$ cat src/rtl/rggen_rtl_pkg.sv
// Shared types for rggen bit-field storage: software access action encodings
// and an elaboration-time width check.
package rggen_rtl_pkg;

   typedef enum logic [3:0] {
      RGGEN_WRITE_DEFAULT,
      RGGEN_WRITE_NONE,
      RGGEN_WRITE_CLEAR_1,
      RGGEN_WRITE_SET_1,
      RGGEN_WRITE_TOGGLE_1,
      RGGEN_WRITE_CLEAR_0,
      RGGEN_WRITE_SET_0,
      RGGEN_WRITE_CLEAR_ALL,
      RGGEN_WRITE_SET_ALL
   } rggen_sw_write_action_e;

   typedef enum logic [1:0] {
      RGGEN_READ_NONE,
      RGGEN_READ_CLEAR,
      RGGEN_READ_SET
   } rggen_sw_read_action_e;

   localparam int RGGEN_MAX_FIELD_WIDTH = 64;

   function automatic bit rggen_width_ok(input int width);
      return (width >= 1) && (width <= RGGEN_MAX_FIELD_WIDTH);
   endfunction

endpackage

$ cat src/rtl/rggen_bit_field_next_value.sv
// Combinational next-value logic for one field: software action, then
// hardware load, then hardware set/clear.
module rggen_bit_field_next_value
   import rggen_rtl_pkg::*;
#(
   parameter int                     WIDTH           = 32,
   parameter rggen_sw_write_action_e SW_WRITE_ACTION = RGGEN_WRITE_DEFAULT,
   parameter rggen_sw_read_action_e  SW_READ_ACTION  = RGGEN_READ_NONE,
   parameter bit                     HW_ACCESS       = 1'b1
) (
   input  logic [WIDTH-1:0] i_value,
   input  logic [WIDTH-1:0] i_sw_wr,
   input  logic [WIDTH-1:0] i_sw_rd,
   input  logic [WIDTH-1:0] i_sw_write_data,
   input  logic             i_hw_write_enable,
   input  logic [WIDTH-1:0] i_hw_write_data,
   input  logic [WIDTH-1:0] i_hw_set,
   input  logic [WIDTH-1:0] i_hw_clear,
   output logic [WIDTH-1:0] o_next
);

   logic [WIDTH-1:0] wr_val;
   logic [WIDTH-1:0] rd_val;
   logic [WIDTH-1:0] s1;
   logic [WIDTH-1:0] hw_ld;
   logic [WIDTH-1:0] s2;

   always_comb begin
      wr_val = i_value;
      case (SW_WRITE_ACTION)
         RGGEN_WRITE_DEFAULT:   wr_val = i_sw_write_data;
         RGGEN_WRITE_NONE:      wr_val = i_value;
         RGGEN_WRITE_CLEAR_1:   wr_val = i_value & ~i_sw_write_data;
         RGGEN_WRITE_SET_1:     wr_val = i_value | i_sw_write_data;
         RGGEN_WRITE_TOGGLE_1:  wr_val = i_value ^ i_sw_write_data;
         RGGEN_WRITE_CLEAR_0:   wr_val = i_value & i_sw_write_data;
         RGGEN_WRITE_SET_0:     wr_val = i_value | ~i_sw_write_data;
         RGGEN_WRITE_CLEAR_ALL: wr_val = '0;
         RGGEN_WRITE_SET_ALL:   wr_val = '1;
         default:               wr_val = i_value;
      endcase
   end

   always_comb begin
      rd_val = i_value;
      case (SW_READ_ACTION)
         RGGEN_READ_CLEAR: rd_val = '0;
         RGGEN_READ_SET:   rd_val = '1;
         default:          rd_val = i_value;
      endcase
   end

   always_comb begin
      s1 = (i_sw_wr & wr_val)
         | (~i_sw_wr & i_sw_rd & rd_val)
         | (~i_sw_wr & ~i_sw_rd & i_value);
      // a hardware load only lands on bits software is not writing this cycle
      hw_ld  = HW_ACCESS ? ({WIDTH{i_hw_write_enable}} & ~i_sw_wr) : '0;
      s2     = (hw_ld & i_hw_write_data) | (~hw_ld & s1);
      o_next = HW_ACCESS ? ((s2 & ~i_hw_clear) | i_hw_set) : s2;
   end

endmodule

$ cat src/rtl/rggen_bit_field_ext.sv
// Bit-field storage element: holds the value, write-once flag and the
// registered write/read trigger pulses for one register field.
module rggen_bit_field_ext
   import rggen_rtl_pkg::*;
#(
   parameter int                     WIDTH           = 32,
   parameter logic [WIDTH-1:0]       INITIAL_VALUE   = '0,
   parameter bit                     SW_READABLE     = 1'b1,
   parameter rggen_sw_write_action_e SW_WRITE_ACTION = RGGEN_WRITE_DEFAULT,
   parameter rggen_sw_read_action_e  SW_READ_ACTION  = RGGEN_READ_NONE,
   parameter bit                     SW_WRITE_ONCE   = 1'b0,
   parameter bit                     HW_ACCESS       = 1'b1
) (
   input  logic             i_clk,
   input  logic             i_rst_n,
   input  logic             i_sw_write_valid,
   input  logic             i_sw_read_valid,
   input  logic [WIDTH-1:0] i_sw_mask,
   input  logic [WIDTH-1:0] i_sw_write_data,
   output logic [WIDTH-1:0] o_sw_read_data,
   output logic [WIDTH-1:0] o_sw_value,
   input  logic             i_hw_write_enable,
   input  logic [WIDTH-1:0] i_hw_write_data,
   input  logic [WIDTH-1:0] i_hw_set,
   input  logic [WIDTH-1:0] i_hw_clear,
   output logic [WIDTH-1:0] o_value,
   output logic [WIDTH-1:0] o_write_trigger,
   output logic [WIDTH-1:0] o_read_trigger
);

   if (!rggen_width_ok(WIDTH)) begin : g_bad_width
      $fatal(1, "rggen_bit_field_ext: WIDTH must be in 1..64");
   end
   if (SW_WRITE_ACTION == RGGEN_WRITE_NONE && SW_WRITE_ONCE) begin : g_bad_combo
      $fatal(1, "rggen_bit_field_ext: write-once with write action NONE is meaningless");
   end

   logic [WIDTH-1:0] value_q, value_d;
   logic [WIDTH-1:0] wr_trig_q, rd_trig_q;
   logic             written_q, written_d;
   logic [WIDTH-1:0] sw_wr;
   logic [WIDTH-1:0] sw_rd;

   assign sw_wr     = {WIDTH{i_sw_write_valid & ~(SW_WRITE_ONCE & written_q)}} & i_sw_mask;
   assign sw_rd     = {WIDTH{i_sw_read_valid}} & i_sw_mask;
   assign written_d = written_q | (|sw_wr);

   rggen_bit_field_next_value #(
      .WIDTH           (WIDTH),
      .SW_WRITE_ACTION (SW_WRITE_ACTION),
      .SW_READ_ACTION  (SW_READ_ACTION),
      .HW_ACCESS       (HW_ACCESS)
   ) u_next (
      .i_value           (value_q),
      .i_sw_wr           (sw_wr),
      .i_sw_rd           (sw_rd),
      .i_sw_write_data   (i_sw_write_data),
      .i_hw_write_enable (i_hw_write_enable),
      .i_hw_write_data   (i_hw_write_data),
      .i_hw_set          (i_hw_set),
      .i_hw_clear        (i_hw_clear),
      .o_next            (value_d)
   );

   always_ff @(posedge i_clk or negedge i_rst_n) begin
      if (!i_rst_n) begin
         value_q   <= INITIAL_VALUE;
         written_q <= 1'b0;
         wr_trig_q <= '0;
         rd_trig_q <= '0;
      end else begin
         value_q   <= value_d;
         written_q <= written_d;
         wr_trig_q <= sw_wr;
         rd_trig_q <= sw_rd;
      end
   end

   // read data reflects the value before any read side effect takes hold
   assign o_sw_read_data  = SW_READABLE ? value_q : '0;
   assign o_sw_value      = value_q;
   assign o_value         = value_q;
   assign o_write_trigger = wr_trig_q;
   assign o_read_trigger  = rd_trig_q;

endmodule

$ cat config.mk
export PLATFORM = sky130hd
export DESIGN_NAME = rggen_bit_field_ext
export DESIGN_NICKNAME = d
export VERILOG_FILES = /design/src/rtl/rggen_rtl_pkg.sv /design/src/rtl/rggen_bit_field_next_value.sv /design/src/rtl/rggen_bit_field_ext.sv
export SDC_FILE = /design/constraint.sdc
export NUM_CORES = 1
export LEC_CHECK = 0
export ABC_AREA = 1
export ABC_CLOCK_PERIOD_IN_PS = 1700
export BUFFER_PORTS_ARGS = -buffer_cell sky130_fd_sc_hd__clkbuf_2
export CAP_MARGIN = 20
export CORE_AREA = 2 2 128 130
export CTS_CLUSTER_SIZE = 16
export DETAILED_ROUTE_END_ITERATION = 10
export DIE_AREA = 0 0 130 132
export PLACE_DENSITY = 0.6
export RECOVER_POWER = 25
export SYNTH_ARGS = -nofsm -noshare
export SYNTH_HDL_FRONTEND = slang
export SYNTH_SLANG_ARGS = --single-unit
$ cat constraint.sdc
create_clock -name i_clk -period 1.7 [get_ports i_clk]
set_input_delay 0.17 -clock i_clk [delete_from_list [all_inputs] [get_ports i_clk]]
set_output_delay 0.17 -clock i_clk [all_outputs]
set_load 0.01 [all_outputs]
## After elaboration in Yosys (flattened, before gate mapping)

Cells that the tools add are included.

| word-level totals | value |
|---|---|
| bits in registers | 96 |
| input port bits | 165 |
| output and inout bits | 160 |

| cells by class | value |
|---|---|
| bitwise operators | 19 |

Operators by type and width:

| cell | number |
|---|---|
| $and A32 B32 Y32 | 11 |
| $not A32 Y32 | 4 |
| $or A32 B32 Y32 | 4 |

## Depth between registers and ports, before layout

Gate-level depths: netlist of the first run.

| logic depth | value |
|---|---|
| word-level depth | 10 |
| gate-level depth with buffers | 7 |
| gate-level depth less buffers | 5 |

## Hierarchy

From an unflattened synthesis of the first run, not the netlist that was laid out.

| unflattened totals | value |
|---|---|
| cells, all modules | 590 |
| area total of the unflattened synthesis | 4697.0 um^2 |

By module, submodules not included:

| module | times used | cells each | area an instance (um^2) | seq. area each (um^2) |
|---|---|---|---|---|
| rggen_bit_field_ext | 1 | 294 | 3430.8 | 2402.3 |
| rggen_bit_field_next_value | 1 | 296 | 1266.2 | 0.0 |

## Worst setup path after synthesis of the first run

OpenSTA, ideal clock, no wires.

| timing | value |
|---|---|
| path kind | input port to flip-flop |
| from | input i_hw_write_enable |
| to | register value_q[10] (netlist: o_sw_read_data[10]) |
| library setup time | 0.116 ns |
| arrival | 0.700 ns |
| data required time | 1.584 ns |
| slack | 0.884 ns |
| cell stages on the path | 7 |
| path through | buf_2 > inv_2 > buf_4 > nand2_1 > nand3_1 > nand2_1 > nand2_1 |

| on the way | value |
|---|---|
| word-level cells in the longest chain between the ends | 6 |
| elaborated cells on any way between the ends | 7 |
| classes of those cells | 7 x bitwise |

RTL lines:

| item | line | source |
|---|---|---|
| start: declaration | rggen_bit_field_ext.sv:22 | `input logic i_hw_write_enable,` |
| $and A32 B32 Y32 * | rggen_bit_field_next_value.sv:58 | `hw_ld = HW_ACCESS ? ({WIDTH{i_hw_write_enable}} & ~i_sw_wr) : '0;` |
| $not A32 Y32 | rggen_bit_field_next_value.sv:59 | `s2 = (hw_ld & i_hw_write_data) \| (~hw_ld & s1);` |
| $and A32 B32 Y32 | rggen_bit_field_next_value.sv:59 |  |
| $or A32 B32 Y32 * | rggen_bit_field_next_value.sv:59 |  |
| $and A32 B32 Y32 * | rggen_bit_field_next_value.sv:60 | `o_next = HW_ACCESS ? ((s2 & ~i_hw_clear) \| i_hw_set) : s2;` |
| $or A32 B32 Y32 * | rggen_bit_field_next_value.sv:60 |  |
| net u_next.o_next[10] | rggen_bit_field_next_value.sv:19 | `output logic [WIDTH-1:0] o_next` |
| end signal: assignment | rggen_bit_field_ext.sv:72 | `value_q <= value_d;` |
| end: declaration | rggen_bit_field_ext.sv:38 | `logic [WIDTH-1:0] value_q, value_d;` |

The timed path passes the listed nets; every way through them passes the cells marked *.

## Final worst setup path of the first run

| timing | value |
|---|---|
| from | input i_sw_write_valid |
| to | register value_q[20] (netlist: o_sw_read_data[20]) |

| on the way | value |
|---|---|
| word-level cells in the longest chain between the ends | 10 |
| elaborated cells on any way between the ends | 16 |
| classes of those cells | 16 x bitwise |

RTL lines:

| item | line | source |
|---|---|---|
| start: declaration | rggen_bit_field_ext.sv:16 | `input logic i_sw_write_valid,` |
| $and A32 B32 Y32 * | rggen_bit_field_ext.sv:44 | `assign sw_wr = {WIDTH{i_sw_write_valid & ~(SW_WRITE_ONCE & written_q)}} & i_sw_mask;` |
| $not A32 Y32 | rggen_bit_field_next_value.sv:55, rggen_bit_field_next_value.sv:56, rggen_bit_field_next_value.sv:58 |  |
| $and A32 B32 Y32 (2 in a row) | rggen_bit_field_next_value.sv:55 | `\| (~i_sw_wr & i_sw_rd & rd_val)` |
| $or A32 B32 Y32 | rggen_bit_field_next_value.sv:55 |  |
| $or A32 B32 Y32 | rggen_bit_field_next_value.sv:56 | `\| (~i_sw_wr & ~i_sw_rd & i_value);` |
| $and A32 B32 Y32 | rggen_bit_field_next_value.sv:59 |  |
| $or A32 B32 Y32 * | rggen_bit_field_next_value.sv:59 |  |
| $and A32 B32 Y32 * | rggen_bit_field_next_value.sv:60 |  |
| $or A32 B32 Y32 * | rggen_bit_field_next_value.sv:60 |  |
| net u_next.o_next[20] | rggen_bit_field_next_value.sv:19 |  |

Marks and branches as above.

==> impl_results.md, run 1 <==
- First DRT Iteration DRCs: 100
- Final Hold Fails: 0
- Ys Warns: 0
- Worst EP required: a little under 2 ns
- Worst hold slack: roughly 0.022 ns
- Root Buffer Master: clkbuf_16
- Worst Min Path Start: i_hw_set[1]
- Cts bufs inserted: 9
- GPL Wtd Cong: 0.874
- GRT overflow: 0
- Mapped cell area: 4490 um^2
- Tcrit/Tclk final: 71.1%
- Arr. time, crit path: 1.44 ns
- Critical path's top delay family: buffers and inverters
- Max-Cap Viols: 0
- Slew headroom: just over 40%
- Post-synthesis cell count: 558
- Final TNS setup: 0 ns
- Initial core utilization: ~29%
- Status: finished clean
- Die area: 17200 um^2
- Crit path largest cell delay: roughly 0.61 ns
- Final Max Tran Viols: 0
- CORE AREA: 15700 um^2
- Tmin final: ~1.2 ns
- Layout area overhead: 40.8%
- Largest net degree at the start of global routing: 97
- Clock Latency Late Sink: ~0.33 ns
- CP Class: in2reg
- Critical R2R Launch: o_sw_read_data[31]$_DFF_PN0_
- Clk slew on worst S/H paths: about 0.07 ns
- Post-Route WL: 13300 um
- Sw Pwr: approximately 1500 uW
- Vias after detailed routing: 4290
- VDD IR max: 533 uV
- Clock sinks: 96
- # DRC: 0
- Max Fanout on Critical Path: 32
- Switching share of power: 26.8%
- Internal Power: approximately 4000 uW
- RR Endpoint: o_sw_read_data[31]$_DFF_PN0_
- HPWL after DPL: between 10000 and 15000 um
- Clock group share of total power: between 30% and 40%
- Maximum clock insertion buffer count: 2
- Hold crit path type: in2reg
- Worst-path cell chain: clkbuf_2 > clkbuf_2 > nand2_1 > nor2_2 > nor2_1 > nand2_1 > nand2_1
- Syn nets: just over 700
- CTS tree: done
- Syn Area/Cell: approximately 8 um^2
- RSZ-0062 raised after global routing: false
- LEAKAGE: a little over 0.004 uW
- Sequential fraction of the synthesis area: approximately 54%
- Crit path buffers/inverters: 2
- Commonest non-fill, non-tap cells in the layout: clkbuf_2, nand2_1, inv_1, dfrtp_1, nor2_1
- Initial antenna violation count: 0
- PD cells: 881 nW/um^2
- Routed Antenna Nets: 0
- Flop2flop setup slack: about 0.85 ns
- Worst Setup End Kind: register
- Clock skew: 0 ns
- FF-to-FF path depth: 4
- Worst Hold Path EP: o_sw_read_data[1]$_DFF_PN0_
- Placed Cells: between 1000 and 1500
- Core Rows: 46
- F_max: approximately 830 MHz
- Htree depth: 3
- Nets: 1003
- Slowest CP cell: clkbuf_2
- Die H: 132 um
- First-pass GRT wire length: between 20000 and 25000 um
- CP Launch Type: primary input
- I/O Buffers: about 320
- Vias in the first global route: a little over 4000
- Final non-filler cell total: about 1100
- Hold Path Depth: 3
- Combinational Power Share: 18.1%
- Share of cells above drive strength 1: a little over two fifths
- Sequential group share of total power: between 40% and 50%
- CP startpoint: i_sw_write_valid
- Diode count: 0
- Die W: about 130 um
- Fin util: 40.2%
- Worst Max-Slew Pin Slew: roughly 0.89 ns
- Crit-path most repeated cell: nand2_1
- Setup Viol. Count Final: 0
- DRT Pass-1 Iters: 4
- Post-CTS setup buffers: 0
- Leading cell type in the layout, fill and taps excluded: clkbuf_2
- GRT Util Overall: between 10% and 20%
- Routed len/inst: 12.6 um
- I/O pin count: 325
- Library cells used by synthesis: 10
- DR vias/cell: between 4 and 5
- Flops & latches, synth: 96
- CTS resizes: 0
-- worst register-to-register path, delay by kind of cell, from the launching register on --
family           cells  cell delay (ns)
DFF                  1             0.44
and+or+nand+nor      4             0.29
-- timing repair --
action	CTS	global route
endpoints found under the setup margin	0	0
endpoints found under the hold margin	113	0
hold buffers	18	0
-- how the worst max path moves through the flow --
stage / to / slack, ns / cells after the start
after floorplan: o_sw_read_data[10]$_DFF_PN0_ / 0.88 / 7
after global routing: o_read_trigger[24]$_DFF_PN0_ / 0.33 / 3
after detailed placement: o_sw_read_data[28]$_DFF_PN0_ / 0.52 / 6
after CTS: o_sw_read_data[19] / 0.51 / 1
final: o_sw_read_data[20]$_DFF_PN0_ / 0.49 / 7
after global placement: o_sw_read_data[14]$_DFF_PN0_ / 0.56 / 6
-- registers in the layout, indices dropped and copies added, names as in the netlist --
signal / count
o_read_trigger: 32
o_write_trigger: 32
o_sw_read_data: 32
-- Yosys cell counts (all sizes together) --
master | instances | area, um^2
nand2 | 192 | 721
inv | 97 | 364
dfrtp | 96 | 2400
buf | 77 | 572
nor2 | 64 | 270
nand3 | 32 | 160
-- stage by stage --
step | worst slack (ns) | power [uW] | area, um^2
finish | 0.492 | 5570 | 6320
CTS | 0.511 | 5690 | 6350
floorplan | 0.884 | 3120 | 4490
detailed placement | 0.516 | 3550 | 5870
global placement | 0.564 | 3540 | 5870
global route | 0.335 | 5880 | 6320
-- metal layers --
metal  vias to the layer above  track usage [%]  wire length (um)
li1                       2112                -                 -
met1                      1929             18.6              5290
met2                       230             26.7              6640
met3                        19             3.98              1140
met4                         0             6.39               280
met5                         -                0                 0
-- power by group through the flow --
| stage | registers (uW) | logic [uW] | clock network, uW |
|---|---|---|---|
| after floorplan | 2610 | 509 | 0 |
| after global placement | 2550 | 990 | 0 |
| after detailed placement | 2550 | 1000 | 0 |
| after CTS | 2510 | 1030 | 2140 |
| after global routing | 2530 | 1130 | 2220 |
| final | 2510 | 1010 | 2050 |
-- kinds of logic (layout without fill, tap and decap cells) --
family | Yosys count | after routing | synth area share [%]
buffers and inverters | 174 | 459 | 20.8
AND/OR/NAND/NOR | 288 | 288 | 25.6
flip-flops | 96 | 96 | 53.5
-- area by class of cell --
type	instances	area, um^2
Tap cell	216	270
Fill cell	1657	9390
Timing Repair Buffer	346	1830
Inverter	97	364
Sequential cell	96	2400
Clock inverter	3	40.0
Multi-Input combinational cell	288	1150
Clock buffer	13	260
Power figures use the tool's default switching activity.
==> run 2: changes to the inputs <==
- ABC_CLOCK_PERIOD_IN_PS: 1700 -> 1150
- CORE_AREA: 2 2 128 130 -> 2 2 125 127
- DIE_AREA: 0 0 130 132 -> 0 0 127 129
- PLACE_DENSITY: 0.6 -> 0.62
- clock period: 1.7 -> 1.15 ns (I/O delays scaled with it)
==> run 2 against run 1 <==
Net effect:
- critical path depth down 6
- power up 51%
- via count up 4.8%
- die area down 4.5%
- combinational power up 67%
- clock power up 47%
- final area up 11%
- clock skew unchanged
- sequential power up 47%
- non-clock buffer count up 72
- highest routed layer unchanged
==> impl_results.md, run 2 (synthesis gave the netlist of run 1 again) <==
- VDD IR max: 556 uV (was 533 uV)
- # DRC: 0 (unchanged)
- Status: finished clean (unchanged)
- Total power: 8420 uW (was 5570 uW)
- First DRT Iteration DRCs: 128 (was 100)
- Vias in the first global route: 4418 (was 4049)
- Largest net degree at the start of global routing: 54 (was 97)
- I/O pin count: 325 (unchanged)
- Max Fanout on Critical Path: 4 (was 32)
- Worst EP required: 1.03 ns (was 1.93 ns)
- Nets: 1075 (was 1003)
- Hold crit path type: in2reg (unchanged)
- Initial antenna violation count: 0 (unchanged)
- Crit path largest cell delay: 0.43 ns (was 0.61 ns)
- Commonest non-fill, non-tap cells in the layout: clkbuf_2, nand2_1, inv_1, dfrtp_1, dlygate4sd3_1 (was clkbuf_2, nand2_1, inv_1, dfrtp_1, nor2_1)
- RSZ-0062 raised after global routing: false (unchanged)
- Leading cell type in the layout, fill and taps excluded: clkbuf_2 (unchanged)
- Diode count: 0 (unchanged)
- Worst-path cell chain: clkbuf_2 (was clkbuf_2 > clkbuf_2 > nand2_1 > nor2_2 > nor2_1 > nand2_1 > nand2_1)
- CTS resizes: 0 (unchanged)
- Routed Antenna Nets: 0 (unchanged)
- CTS tree: done (unchanged)
- Clock skew: 0 ns (unchanged)
- Die area: 16400 um^2 (was 17200 um^2)
- Root Buffer Master: clkbuf_16 (unchanged)
- Setup Viol. Count Final: 0 (unchanged)
- GRT Util Overall: 16.4% (was 15.6%)
- DR vias/cell: 4.08 (was 4.05)
- PD cells: 1200 nW/um^2 (was 881 nW/um^2)
- Tcrit/Tclk final: about nine tenths
- Crit path buffers/inverters: 1 (was 2)
- CP Class: reg2out (was in2reg)
- GPL Wtd Cong: 0.834 (was 0.874)
- CP Launch Type: register (was primary input)
- Clock sinks: 96 (unchanged)
- Fin area: 7020 um^2 (was 6320 um^2)
- Arr. time, crit path: 0.94 ns (was 1.44 ns)
- Initial core utilization: 30.0% (was 28.6%)
- Clock Latency Late Sink: 0.34 ns (was 0.33 ns)
- HPWL after DPL: 10100 um (about the same)
- Clk slew on worst S/H paths: 0.06 ns (was 0.07 ns)
- Layout area overhead: 56.4% (was 40.8%)
- Worst Setup End Kind: output pin (was register)
- Slew headroom: 36.8% (was 40.8%)
- First-pass GRT wire length: 20900 um (was 20600 um)
- Routed len/inst: 12.4 um (was 12.6 um)
- Hold_buf cts: 85 (was 18)
- Post-DP Area: 5910 um^2 (was 5870 um^2)
- Max-Cap Viols: 0 (unchanged)
- Die W: 127 um (was 130 um)
- Final TNS setup: 0 ns (unchanged)
- CORE AREA: 15000 um^2 (was 15700 um^2)
- Final Max Tran Viols: 0 (unchanged)
- Critical path's top delay family: flip-flops (was buffers and inverters)
- Post-Route WL: 13700 um (was 13300 um)
- GRT overflow: 0 (unchanged)
- Vias after detailed routing: 4496 (was 4290)
- Worst Max-Slew Pin Slew: 0.948 ns (was 0.888 ns)
- Core Rows: 45 (was 46)
- Die H: 129 um (was 132 um)
- Htree depth: 3 (unchanged)
- LEAKAGE: 0.00441 uW (was 0.00412 uW)
- Maximum clock insertion buffer count: 2 (unchanged)
- F_max: ~950 MHz
- Final Hold Fails: 0 (unchanged)
- Tmin final: about 1.1 ns
- Slowest CP cell: dfrtp_1 (was clkbuf_2)
- DRT Pass-1 Iters: 4 (unchanged)
- Share of cells above drive strength 1: 38.8% (was 42.1%)
- I/O Buffers: 324 (unchanged)
- Post-CTS setup buffers: 0 (unchanged)
- Cts bufs inserted: 9 (unchanged)
[run 2: per-stage QoR]
| stage | hold WS [ns] | worst slack [ns] | utilization (%) | std cells |
|---|---|---|---|---|
| after detailed placement | 0.118 | 0.234 | 39.4 | 1002 |
| after floorplan | -0.181 | 0.389 | - | 558 |
| after global routing | 0.00425 | 0.0529 | 46.9 | 1103 |
| after global placement | 0.116 | 0.243 | 39.4 | 1002 |
| after CTS | 0.00168 | 0.0753 | 47.1 | 1103 |
| final | 0.0114 | 0.0988 | 46.9 | 1103 |
[run 2: worst paths after layout]
kind	startpoint	to	slack (ns)	cells after the start
min in group asynchronous	i_rst_n	o_read_trigger[6]$_DFF_PN0_	0.37	3
max reg2reg	o_sw_read_data[10]$_DFF_PN0_	o_sw_read_data[10]$_DFF_PN0_	0.33	4
min reg2reg	o_sw_read_data[17]$_DFF_PN0_	o_sw_read_data[17]$_DFF_PN0_	0.62	4
max in group asynchronous	i_rst_n	o_sw_read_data[15]$_DFF_PN0_	0.19	3
min	i_hw_clear[13]	o_sw_read_data[13]$_DFF_PN0_	0.01	4
max	o_sw_read_data[3]$_DFF_PN0_	o_value[3]	0.1	1
[run 2: layout make-up]
cell class,count,area [um^2]
Fill cell,1496,7960
Timing Repair Buffer,418,2570
Sequential cell,96,2400
Multi-Input combinational cell,288,1150
Inverter,97,364
Clock buffer,12,246
Tap cell,188,235
Clock inverter,4,53.8
[run 2: metal layers]
layer,up-vias,routed length [um],GRT usage [%]
met5,-,0,0
met4,0,308,6.21
li1,2254,-,-
met1,1997,5240,17.7
met3,24,1140,5.24
met2,221,7030,30.1
[run 2: power by group]
part / internal [uW] / total [uW] / switching [uW] / leakage [uW]
combinational: 818 / 1690 / 877 / 0.00310
sequential: 3580 / 3700 / 128 / 0.00117
clock: 1750 / 3020 / 1270 / 0.000139
==> run 3: changes to the inputs <==
- CORE_AREA: 2 2 125 127 -> 2 2 127 129
- CTS_BUF_LIST: not set -> sky130_fd_sc_hd__clkbuf_4
- DIE_AREA: 0 0 127 129 -> 0 0 129 131
- PLACE_DENSITY: 0.62 -> 0.6
- REMOVE_ABC_BUFFERS: not set -> 1
==> run 3 against run 2 <==
Net effect:
- the run now ends with setup timing left
- utilization is 3.8 points higher
- sequential share of layout area is 3.8 points lower
- sequential power hardly changed
- register-to-register slack worse by 0.22 ns
- count of clock-buffer cells in the layout is 2 lower
- clock skew stayed put
- setup slack worse by 0.15 ns
- global-route usage is 1.9 points higher
- cell count is 11% higher
- first-iteration DRC count is 44% higher
- critical path type unchanged
- largest cell class unchanged
- largest power group unchanged
==> impl_results.md, run 3 (synthesis gave the netlist of run 1 again) <==
- Tmin final: 1.20 ns (was 1.05 ns)
- Worst-path cell chain: buf_2 (was clkbuf_2)
- Max Fanout on Critical Path: 4 (unchanged)
- Layout area overhead: 76.1% (was 56.4%)
- Nets: 1165 (was 1075)
- Clock skew: 0 ns (unchanged)
- I/O pin count: 325 (unchanged)
- Critical R2R Launch: o_sw_read_data[10]$_DFF_PN0_ (unchanged)
- F_max: 832 MHz (was 951 MHz)
- GRT Util Overall: 18.3% (was 16.4%)
- Worst Setup End Kind: output pin (unchanged)
- Initial core utilization: 28.8% (was 30.0%)
- Die H: 131 um (was 129 um)
- Hold crit path type: in2reg (unchanged)
- CTS tree: done (unchanged)
- Tcrit/Tclk final: 104% (was 91.4%)
- Cts bufs inserted: 9 (unchanged)
- HPWL after DPL: 10800 um (was 10100 um)
- Leading cell type in the layout, fill and taps excluded: clkbuf_2 (unchanged)
- Post-Route WL: 16200 um (was 13700 um)
- Vias in the first global route: 4924 (was 4418)
- Clock sinks: 96 (unchanged)
- Routed Antenna Nets: 0 (unchanged)
- CP Launch Type: register (unchanged)
- Final Max Tran Viols: 0 (unchanged)
- Htree depth: 3 (unchanged)
- Arr. time, crit path: 1.09 ns (was 0.94 ns)
- Maximum clock insertion buffer count: 2 (unchanged)
- PD cells: 968 nW/um^2 (was 1200 nW/um^2)
- RR Endpoint: o_sw_read_data[10]$_DFF_PN0_ (unchanged)
- Worst Min Path Start: i_sw_read_valid (was i_hw_clear[13])
- LEAKAGE: 0.00474 uW (was 0.00441 uW)
- Worst Max-Slew Pin Slew: 0.642 ns (was 0.948 ns)
- Commonest non-fill, non-tap cells in the layout: clkbuf_2, nand2_1, dlygate4sd3_1 (was clkbuf_2, nand2_1, inv_1, dfrtp_1, dlygate4sd3_1)
- Worst Hold Path EP: o_read_trigger[11]$_DFF_PN0_ (was o_sw_read_data[13]$_DFF_PN0_)
- Final TNS setup: -0.809 ns (was 0 ns)
- Die W: 129 um (was 127 um)
- Root Buffer Master: clkbuf_4 (was clkbuf_16)
- First-pass GRT wire length: 23800 um (was 20900 um)
- Setup Viol. Count Final: 46 (was 0)
- GPL Wtd Cong: 0.767 (was 0.834)
- Initial antenna violation count: 2 (was 0)
- Final WS setup: -0.0516 ns (was 0.0988 ns)
- Fin area: 7910 um^2 (was 7020 um^2)
- Violated checks: setup timing
- Flop2flop setup slack: 0.11 ns (was 0.33 ns)
- Die area: 16900 um^2 (was 16400 um^2)
- Max-Cap Viols: 0 (unchanged)
- DR vias/cell: 4.08 (about the same)
- Hold Path Depth: 4 (unchanged)
- Core Rows: 46 (was 45)
- GRT overflow: 0 (unchanged)
- Crit path buffers/inverters: 1 (unchanged)
- VDD IR max: 431 uV (was 556 uV)
- CP Class: reg2out (unchanged)
- CORE AREA: 15600 um^2 (was 15000 um^2)
- Slowest CP cell: dfrtp_1 (unchanged)
- Worst EP required: 1.03 ns (about the same)
- Post-DP Area: 5930 um^2 (was 5910 um^2)
- Status: finished with violations (was finished clean)
- First DRT Iteration DRCs: 184 (was 128)
- Vias after detailed routing: 4987 (was 4496)
- I/O Buffers: 324 (unchanged)
- DRT Pass-1 Iters: 4 (unchanged)
- Post-Place Setup Slack: 0.147 ns (was 0.234 ns)
- RSZ-0062 raised after global routing: true (was false)
- Final Hold Fails: 0 (unchanged)
- Crit path largest cell delay: 0.47 ns (was 0.43 ns)
- Largest net degree at the start of global routing: 47 (was 54)
- Critical path's top delay family: flip-flops (unchanged)
- Slew headroom: 57.2% (was 36.8%)
- FF-to-FF path depth: 6 (was 4)
- Share of cells above drive strength 1: 36.8% (was 38.8%)
- Routed len/inst: 13.3 um (was 12.4 um)
- Clock Latency Late Sink: 0.44 ns (was 0.34 ns)
- Clk slew on worst S/H paths: 0.16 ns (was 0.06 ns)
- # DRC: 0 (unchanged)
[run 3: cell type report]
| class | count | area, um^2 |
|---|---|---|
| clock inverter | 6 | 68.8 |
| timing repair buffer | 508 | 3570 |
| inverter | 97 | 364 |
| clock buffer | 10 | 75.1 |
| multi-input combinational | 288 | 1150 |
| antenna | 1 | 2.50 |
| fill | 1437 | 7690 |
| sequential | 96 | 2400 |
| tap | 216 | 270 |
[run 3: timing repair]
action,in CTS,in global routing
resized for setup,0,98
setup endpoints to repair,133,149
hold buffers,167,0
hold endpoints to repair,192,0
buffers inserted,7,1
[run 3: worst max-delay path by stage]
| stage | to | cells past startpoint | startpoint |
|---|---|---|---|
| 4_1_cts | o_value[23] | 1 | o_sw_read_data[23]$_DFF_PN0_ |
| 3_5_place_dp | o_sw_read_data[26]$_DFF_PN0_ | 7 | i_sw_write_valid |
| 3_3_place_gp | o_sw_read_data[0]$_DFF_PN0_ | 7 | i_sw_write_valid |
| 6_report | o_sw_read_data[23] | 1 | o_sw_read_data[23]$_DFF_PN0_ |
| 2_1_floorplan | o_sw_read_data[0]$_DFF_PN0_ | 4 | o_sw_read_data[0]$_DFF_PN0_ |
| 5_1_grt | o_value[15] | 1 | o_sw_read_data[15]$_DFF_PN0_ |
[run 3: per-stage QoR]
step / utilization (%) / hold WS, ns / std cells / total power [uW]
CTS: 50.0 / 0.0000471 / 1220 / 7710
floorplan: - / -0.181 / 481 / 4310
global placement: 38.0 / -0.0426 / 1030 / 5250
finish: 50.7 / 0.0677 / 1222 / 7650
global route: 50.7 / 0.0136 / 1222 / 8120
detailed placement: 38.0 / -0.0463 / 1030 / 5270
[run 3: power breakdown]
| part | switching (uW) | leakage, uW | internal [uW] | total (uW) |
|---|---|---|---|---|
| Sequential | 135 | 0.00117 | 3570 | 3710 |
| Clock | 1190 | 0.0000770 | 700 | 1890 |
| Combinational | 975 | 0.00349 | 1080 | 2050 |
[run 3: routing by layer]
| layer | share of wire [%] | global-route usage [%] |
|---|---|---|
| met1 | 38 | 19.8 |
| met2 | 52 | 33.6 |
| met3 | 7.4 | 5.21 |
| met4 | 2.7 | 7.67 |
| met5 | 0.080 | 0 |
